$ cat src/rtl/adc_avg_fifo_pkg.sv
// adc_avg_fifo_pkg: shared widths and the FIFO entry layout for the ADC averaging FIFO.
package adc_avg_fifo_pkg;
    localparam int ADC_W   = 10;
    localparam int CH_W    = 3;
    localparam int ENTRY_W = ADC_W + CH_W;

    typedef struct packed {
        logic [CH_W-1:0]  chan;
        logic [ADC_W-1:0] avg;
    } entry_t;
endpackage

$ cat src/rtl/sync_fifo.sv
// sync_fifo: single-clock show-ahead FIFO; head output holds the last popped entry while empty.
module sync_fifo #(
    parameter int WIDTH = 13,
    parameter int DEPTH = 4
) (
    input  logic                     clk,
    input  logic                     rst,
    input  logic                     wr_en,
    input  logic [WIDTH-1:0]         wr_data,
    input  logic                     rd_en,
    output logic [WIDTH-1:0]         rd_data,
    output logic                     full,
    output logic                     empty,
    output logic [$clog2(DEPTH):0]   level
);
    localparam int AW = $clog2(DEPTH);

    logic [WIDTH-1:0] mem [DEPTH];
    logic [WIDTH-1:0] last;
    logic [AW-1:0]    wr_ptr;
    logic [AW-1:0]    rd_ptr;
    logic             do_wr;
    logic             do_rd;

    assign empty   = level == '0;
    assign full    = level == (AW+1)'(DEPTH);
    assign do_rd   = rd_en & ~empty;
    // A full FIFO still accepts a write when the head leaves on the same edge.
    assign do_wr   = wr_en & (~full | do_rd);
    assign rd_data = empty ? last : mem[rd_ptr];

    always_ff @(posedge clk or posedge rst) begin
        if (rst) begin
            wr_ptr <= '0;
            rd_ptr <= '0;
            level  <= '0;
            last   <= '0;
        end else begin
            if (do_wr) begin
                mem[wr_ptr] <= wr_data;
                wr_ptr      <= wr_ptr + 1'b1;
            end
            if (do_rd) begin
                last   <= mem[rd_ptr];
                rd_ptr <= rd_ptr + 1'b1;
            end
            level <= level + (AW+1)'(do_wr) - (AW+1)'(do_rd);
        end
    end
endmodule

$ cat src/rtl/adc_avg_fifo.sv
// adc_avg_fifo: averages 2^LOG2N same-channel ADC samples per done edge and queues
// channel-tagged results in a small valid/ready FIFO with a sticky overflow flag.
module adc_avg_fifo
    import adc_avg_fifo_pkg::*;
#(
    parameter int LOG2N = 2,
    parameter int DEPTH = 4
) (
    input  logic                     clk,
    input  logic                     rst,
    input  logic                     enable,
    input  logic [CH_W-1:0]          chan,
    input  logic                     done,
    input  logic [ADC_W-1:0]         data_in,
    input  logic                     rd_ready,
    input  logic                     clr_ovf,
    output logic                     rd_valid,
    output logic [ADC_W-1:0]         avg_out,
    output logic [CH_W-1:0]          avg_chan,
    output logic [$clog2(DEPTH):0]   level,
    output logic                     overflow
);
    localparam int AW = ADC_W + LOG2N;
    localparam int CW = LOG2N + 1;
    localparam logic [CW-1:0] N_CNT = CW'(1 << LOG2N);

    logic            done_q;
    logic            sample_ev;
    logic [AW-1:0]   acc;
    logic [AW-1:0]   sum;
    logic [CW-1:0]   count;
    logic [CW-1:0]   next_cnt;
    logic [CH_W-1:0] acc_chan;
    logic            restart;
    logic            push;
    logic            pop;
    logic            full;
    logic            empty;
    entry_t          wr_entry;
    entry_t          head;

    assign sample_ev = done & ~done_q & enable;

    always_comb begin
        restart  = (count == '0) || (chan != acc_chan);
        sum      = (restart ? '0 : acc) + AW'(data_in);
        next_cnt = restart ? CW'(1) : count + 1'b1;
        push     = sample_ev && (next_cnt == N_CNT);
        wr_entry = '{chan: chan, avg: ADC_W'(sum >> LOG2N)};
    end

    assign pop      = rd_valid & rd_ready;
    assign rd_valid = ~empty;
    assign avg_out  = head.avg;
    assign avg_chan = head.chan;

    always_ff @(posedge clk or posedge rst) begin
        if (rst) begin
            done_q   <= 1'b0;
            acc      <= '0;
            count    <= '0;
            acc_chan <= '0;
            overflow <= 1'b0;
        end else begin
            done_q <= done;
            if (!enable) begin
                acc   <= '0;
                count <= '0;
            end else if (sample_ev) begin
                acc_chan <= chan;
                acc      <= push ? '0 : sum;
                count    <= push ? '0 : next_cnt;
            end
            // A drop in the same cycle as clr_ovf leaves the flag set.
            if (push && full && !pop)
                overflow <= 1'b1;
            else if (clr_ovf)
                overflow <= 1'b0;
        end
    end

    sync_fifo #(
        .WIDTH(ENTRY_W),
        .DEPTH(DEPTH)
    ) u_fifo (
        .clk     (clk),
        .rst     (rst),
        .wr_en   (push),
        .wr_data (wr_entry),
        .rd_en   (rd_ready),
        .rd_data (head),
        .full    (full),
        .empty   (empty),
        .level   (level)
    );
endmodule
$ cat config.mk
export PLATFORM = sky130hd
export DESIGN_NAME = adc_avg_fifo
export DESIGN_NICKNAME = d
export VERILOG_FILES = /design/src/rtl/adc_avg_fifo_pkg.sv /design/src/rtl/sync_fifo.sv /design/src/rtl/adc_avg_fifo.sv
export SDC_FILE = /design/constraint.sdc
export NUM_CORES = 1
export LEC_CHECK = 0
export BUFFER_PORTS_ARGS = -buffer_cell sky130_fd_sc_hd__buf_2
export CAP_MARGIN = 20
export CORE_MARGIN = 2
export CORE_UTILIZATION = 43
export CTS_CLUSTER_SIZE = 30
export DETAILED_ROUTE_END_ITERATION = 10
export GPL_TIMING_DRIVEN = 1
export SYNTH_ARGS = -nofsm -noshare
export SYNTH_HDL_FRONTEND = slang
export SYNTH_HIERARCHICAL = 1
export SYNTH_SLANG_ARGS = --single-unit
$ cat constraint.sdc
create_clock -name clk -period 4.7 [get_ports clk]
set_clock_uncertainty 0.1 [all_clocks]
set_input_delay 0.705 -clock clk [delete_from_list [all_inputs] [get_ports clk]]
set_output_delay 0.705 -clock clk [all_outputs]
set_load 0.02 [all_outputs]
==> results of run 1 <==
sequential cells by signal (all words and copies together) (netlist names):
| register | flops |
|---|---|
| acc | 12 |
| acc_chan | 3 |
| count | 3 |
| done_q | 1 |
| overflow | 1 |
| u_fifo/last | 13 |
| u_fifo/level | 3 |
| u_fifo/mem | 52 |
| u_fifo/rd_ptr | 2 |
| u_fifo/wr_ptr | 2 |
final cells by class:
class | count | area, sq um
Fill cell | 899 | 5210
Sequential cell | 92 | 2560
Multi-Input combinational cell | 195 | 1840
Timing Repair Buffer | 43 | 233
Tap cell | 136 | 170
Clock buffer | 9 | 124
Clock inverter | 7 | 73.8
Inverter | 19 | 71.3
worst register-to-register path, stage by stage (launching register included):
cell	delay [ps]
dfrtp_1	400
inv_1	70
ha_1	220
a2111oi_2	370
buf_4	290
and2_1	170
ha_1	300
a21o_1	220
or2_4	230
o211a_1	230
or3_1	320
and2_2	230
layer usage:
layer	vias to the layer above	GRT usage [%]	wire length [microns]
li1	1271	-	-
met1	1328	20.7	3960
met2	49	24.7	3820
met3	2	3.40	259
met4	0	4.45	35
met5	-	0	0
power by group through the flow:
stage / Combinational (W) / Clock [W] / Sequential [W]
after global placement: 0.000734 / 0 / 0.00108
final: 0.000736 / 0.000536 / 0.00106
after CTS: 0.000746 / 0.000551 / 0.00107
after global routing: 0.000800 / 0.000585 / 0.00109
after floorplan: 0.000629 / 0 / 0.00103
after detailed placement: 0.000742 / 0 / 0.00108
cell usage in the layout (no fill, tap or decap), types with 9 or more instances in the layout:
cell type,instances
edfxtp_1,52
o21ai_0,13
mux2_2,20
inv_1,19
dfrtp_1,40
nand2_1,22
buf_2,36
and2_1,11
xnor2_1,10
clkbuf_8,9
ha_1,17
path summary, 6_finish.rpt:
check,start,to,slack [ps],cells after the start
max in group asynchronous,rst,acc[7],3410,2
hold / removal,done,done_q,390,1
hold reg to reg,acc[7],acc[7],400,1
min in group asynchronous,rst,u_fifo/last[0],440,2
setup reg to reg,count[0],u_fifo/mem[0][6],1320,11
setup / recovery,count[0],u_fifo/mem[0][6],1320,11
logic make-up (layout without fill, tap and decap cells):
logic type      after synthesis  count (layout)  share of synthesized area (%)
fa+ha+maj                    19              19                           5.58
flops                        92              92                           56.5
compound gates               53              53                           8.70
buf+inv                      29              78                           3.48
mux                          44              44                           15.0
simple gates                 65              65                           7.95
xor+xnor                     14              14                           2.71
Yosys cell counts (3+ instances only):
library cell  number  share of area [%]
inv_1             19                1.6
a22o_1             8                1.5
xor2_1             4               0.77
nand2b_1           4               0.55
mux2_4             7                2.3
nor3b_1            5               0.83
mux2i_1            4               0.88
a21oi_1            4               0.44
mux4_1             5                2.9
edfxtp_1          52                 34
xnor2_1           10                1.9
nand2_1           22                1.8
a31oi_1            5               0.69
nor2_1             6               0.50
mux2_2            20                5.0
and3_1             3               0.41
and2_1            11                1.5
o21ai_0           13                1.4
dfrtp_1           40                 22
ha_1              17                4.7
a21o_1             3               0.50
mux4_2             8                4.0
through the flow:
| step | instances | cell area [sq um] | hold WS [ps] |
|---|---|---|---|
| finish | 501 | 5070 | 394 |
| global placement | 485 | 4870 | 376 |
| detailed placement | 485 | 4870 | 382 |
| floorplan | 316 | 4530 | 350 |
| CTS | 501 | 5070 | 375 |
| global route | 501 | 5070 | 368 |
==> results.cfg, run 1 <==
[outcome]
status = completed

[synthesis]
syn_area_sq_mm = 0.00453
ys_seq_elements = 92
ys_seq_area_share_pct = 56.5
synthFlopType = edfxtp_1
syn_avg_cell_area_sq_um = 14.3
synth_cell_types = 55
synth_edf_count = 52
syn_inst = 316
syn_nets = 354
yosysWarnings = 6
async_flop_share_pct = 43.5

[drt]
drtAntennaViolNets = 0
routed_wl_microns = 8070
via_count = 2650
first_pass_iters = 4
via_per_inst = 5.29
post-route-drc-count = 0
detail_route.iter0.violations = 154
post_drt_wl_per_cell_microns = 16.1

[critical_path]
crit_chain = inv_1 > ha_1 > a2111oi_2 > buf_4 > and2_1 > ha_1 > a21o_1 > or2_4 > o211a_1 > or3_1 > and2_2
slowest_stage = dfrtp_1
crit_buf_inv = 2
cp_slowest_stage_delay_ps = 400
worstSetupStartpointType = flip-flop
critical_path_arrival_ps = 3380
crit_required_ps = 4690
critPathKind = reg2reg
worstSetupEndpointType = flip-flop
crit_fanout = 20
critPathMostFrequentCell = ha_1
critPathTopFamily = simple AND/OR/NAND/NOR gates

[timing]
setup_tns_ps = 0
period_share_pct = 72.0
slew_violations = 0
fin_crit_ps = 3380
hold_viol = 0
worst_pin_slew_ps = 919
setup_violations = 0
relSlewSlack_pct = 38.7
layout_setup_ws_ps = 1320
max_freq_mhz = 296
rsz0062_at_grt = no

[layout]
nets = 398
area_growth_pct = 11.9
layout-drive-gt1-share_pct = 29.3
antenna_cells = 0
final_core_util_pct = 49.3

[die]
die_h_microns = 107
die_w_microns = 107
io_pins = 37
start_util_pct = 44.1
core.rowCount = 37
core_area_sq_mm = 0.0103
dieArea_sq_mm = 0.0114

[placement]
dp_hpwl_microns = 5620
dp_slack_ps = 1050
gp_congestion = 0.796
port_buffers = 36

[power]
cellPowerDensity_mw_per_mm2 = 460
clkPwrFrac_pct = 22.9
seqPwrFrac_pct = 45.5
p_leak_nw = 2.04
vdd_ir_drop_max_mv = 0.301
p_total_w = 0.00233
switching_share_pct = 32.5
p_comb_share_pct = 31.5
p_int_w = 0.00157
p_switching_w = 0.000759

[cts]
clkTransAtPathRegs_ps = 90
cts_tree = yes
htreeDepth = 3
clockBufferDepth = 2
ctsRootBufferMaster = clkbuf_8
post_cts_resized = 0
cts_hold_buf = 0
postCtsSetupBuffers = 0
clock_latency_ps = 350
cts_sinks = 92
cts_buffers = 9

[grt]
grt-ovfl-total = 0
grt_pass1_wl_microns = 13300
grt_antenna_before_repair = 0
gr-usage-all-layers_pct = 15.3
grt_max_degree = 21
grt_pass1_vias = 2656

[worst_hold_path]
min_path_type = in2reg

[flow_run]
drv_cap = 0
(Power assumes the default switching activity.)
==> inputs of run 2 (changes only) <==
- ABC_AREA: unset -> 1
- clock period: 4.7 -> 2.8 ns (I/O delays scaled with it)
==> run 2 against run 1 <==
Against the previous run:
- combinational power up 110%
- synthesized cell count up 60%
- power up 78%
- sequential power up 61%
- global-route usage up 2.3 points
- routed wire length up 18%
- critical endpoint is now u_fifo/mem[0][1]
- register-to-register slack worse by 1100 ps
- utilization up 1.8 points
- die area up 2.0%
- maximum frequency up 29%
- area after synthesis up 2.1%
==> results.cfg, run 2 <==
[cts]
cts_tree = yes
cts_sinks = 92
clockBufferDepth = 2
htreeDepth = 3
clkTransAtPathRegs_ps = 90
cts_hold_buf = 0
cts_buffers = 9
ctsRootBufferMaster = clkbuf_8
clock_latency_ps = 350

[grt]
grt_pass1_vias = 3185
gr-usage-all-layers_pct = 17.5
grt-ovfl-total = 0
grt_pass1_wl_microns = 15800
grt_antenna_before_repair = 0
grt_max_degree = 28

[timing]
hold_ws_ps = 26.6
max_freq_mhz = 380
fin_crit_ps = 2630
hold_viol = 0
relSlewSlack_pct = 47.2
period_share_pct = 93.9
worst_pin_slew_ps = 791
setup_tns_ps = 0
slew_violations = 0
setup_violations = 0

[synthesis]
ys_seq_elements = 92
ys_seq_area_share_pct = 55.4
synth_edf_count = 52
synth_area_leaders = edfxtp_1 (34%), dfrtp_1 (22%), nand2_1 (14%)
yosysMostFrequentCell = nand2_1
synthMuxAreaShare_pct = 0
synth_simple_gate_area_share_pct = 25.7
synth_top_area_share_pct = 33.7
synth-adder-area-share_pct = 5.46
yosys-top-cells-count = nand2_1 (175), nand3_1 (65), inv_1 (59), edfxtp_1 (52), dfrtp_1 (40)
syn_area_sq_mm = 0.00463
syn_avg_cell_area_sq_um = 9.16
synth_top_family_by_area = simple AND/OR/NAND/NOR gates
synthXorXnorAreaFrac_pct = 2.27
synth_cell_types = 34
syn_inst = 505
synthFlopType = edfxtp_1
yosys.area.top_type = edfxtp_1
yosysWarnings = 6
synth-compound-area-share_pct = 3.68
async_flop_share_pct = 43.5
syn_nets = 543

[critical_path]
worstRegToRegCells = 13
cp_slowest_stage_delay_ps = 430
critical_path_arrival_ps = 2600
crit_cells = 13
worstSetupStartpointType = flip-flop
crit_path_start = count[0]
crit_buf_inv = 3
slowest_stage = xor2_1
crit_required_ps = 2770
worstSetupEndpointType = flip-flop
r2r_slack_ps = 170
critPathKind = reg2reg
crit_chain = inv_1 > ha_1 > nand2_1 > nand2_1 > nor2_2 > nand2_2 > buf_6 > nor2_1 > ha_1 > nand3_1 > nand3_1 > buf_4 > xor2_1
r2r-end = u_fifo/mem[0][1]
rr_startpoint = count[0]
critPathTopFamily = simple AND/OR/NAND/NOR gates
crit_fanout = 9

[die]
die_w_microns = 108
die_h_microns = 108
core_area_sq_mm = 0.0104
start_util_pct = 44.6
dieArea_sq_mm = 0.0116
io_pins = 37
core.rowCount = 37

[layout]
largestRegisters = u_fifo/mem x52, u_fifo/last x13, acc x12
final_common_cell = nand2_1
top_register = u_fifo/mem
nets = 593
fill_cells = 992
layout-drive-gt1-share_pct = 18.6
layout_common_cells = nand2_1 (172), nand3_1 (63), inv_1 (59), edfxtp_1 (52), dfrtp_1 (40)
largest_register_ffs = 52
antenna_cells = 0
area_growth_pct = 14.6

[drt]
post_drt_wl_per_cell_microns = 13.6
routed_wl_microns = 9500
first_pass_iters = 6
detail_route.iter0.violations = 160
post-route-drc-count = 0
drtAntennaViolNets = 0
via_per_inst = 4.79
via_count = 3331

[power]
switching_share_pct = 39.0
p_switching_w = 0.00162
seqPwrFrac_pct = 41.1
cellPowerDensity_mw_per_mm2 = 784
p_comb_share_pct = 37.1
p_int_w = 0.00254
p_total_w = 0.00416
clkPwrFrac_pct = 21.8
vdd_ir_drop_max_mv = 0.410
p_leak_nw = 2.45

[worst_hold_path]
min_path_type = in2async

[placement]
dp_hpwl_microns = 6930
port_buffers = 36
gp_congestion = 0.836

[outcome]
status = completed

[flow_run]
drv_cap = 0
-- run 2: cell types whose count changed in the layout (fill, tap and decap cells not counted), sizes merged, moves of 8 or more --
cell	change
nand3	+64
inv	+40
a22o	-8
buf	+11
nor2	+21
nand2	+158
and2	-11
mux4	-13
mux2	-27
-- run 2: area by class of cell --
cell class	instances	area, sq um	area share, %
clock buffer	13	159	3.00
tap	136	170	3.21
clock inverter	3	45.0	0.849
sequential	92	2560	48.3
inverter	62	235	4.44
multi-input combinational	336	1810	34.2
timing repair buffer	54	319	6.02
-- run 2: cells by family (layout without fill, tap and decap cells) --
family | Yosys count | after routing
simple gates | 276 | 276
flops | 92 | 92
buf+inv | 77 | 132
compound gates | 29 | 29
fa+ha+maj | 19 | 19
xor+xnor | 12 | 12
-- run 2: what timing repair did --
item	CTS	global route
gates resized for setup	0	20
hold endpoints to repair	0	0
setup endpoints to repair	0	36
buffers inserted	0	5
-- run 2: layer usage --
layer | part of all wire (%) | vias to the layer above | GRT usage, %
li1 | - | 1717 | -
met1 | 48 | 1540 | 24.8
met2 | 47 | 68 | 27.5
met3 | 4.4 | 6 | 3.93
met4 | 0.80 | 0 | 4.03
met5 | 0 | - | 0
-- run 2: per-stage QoR --
stage / instances / util, % / cell area (sq um) / setup slack, ps
finish: 696 / 51.1 / 5300 / 171
global route: 696 / 51.1 / 5300 / -13.7
CTS: 691 / 49.8 / 5170 / 15.6
detailed placement: 675 / 47.9 / 4960 / -60.2
global placement: 675 / 47.9 / 4960 / 45.9
floorplan: 505 / - / 4630 / 107
-- run 2: power groups by stage --
stage	clock network [W]	logic, W	registers, W
final	0.000907	0.00154	0.00171
after global routing	0.000991	0.00173	0.00173
after CTS	0.000939	0.00155	0.00171
after detailed placement	0	0.00155	0.00174
after global placement	0	0.00152	0.00173
after floorplan	0	0.00117	0.00171
-- run 2: how the worst max path moves through the flow --
stage / endpoint / slack [ps]
detailed placement: u_fifo/mem[2][9] / -60
floorplan: acc[8] / 110
finish: u_fifo/mem[0][1] / 170
CTS: u_fifo/mem[3][9] / 20
global placement: u_fifo/mem[0][9] / 50
global route: u_fifo/mem[3][9] / -10
-- run 2: worst register-to-register path: stages (launching register included) --
cell and delay (ps):
dfrtp_1 350, inv_1 50, ha_1 190, nand2_1 60, nand2_1 50, nor2_2 120
nand2_2 100, buf_6 160, nor2_1 90, ha_1 280, nand3_1 100, nand3_1 100
buf_4 160, xor2_1 430
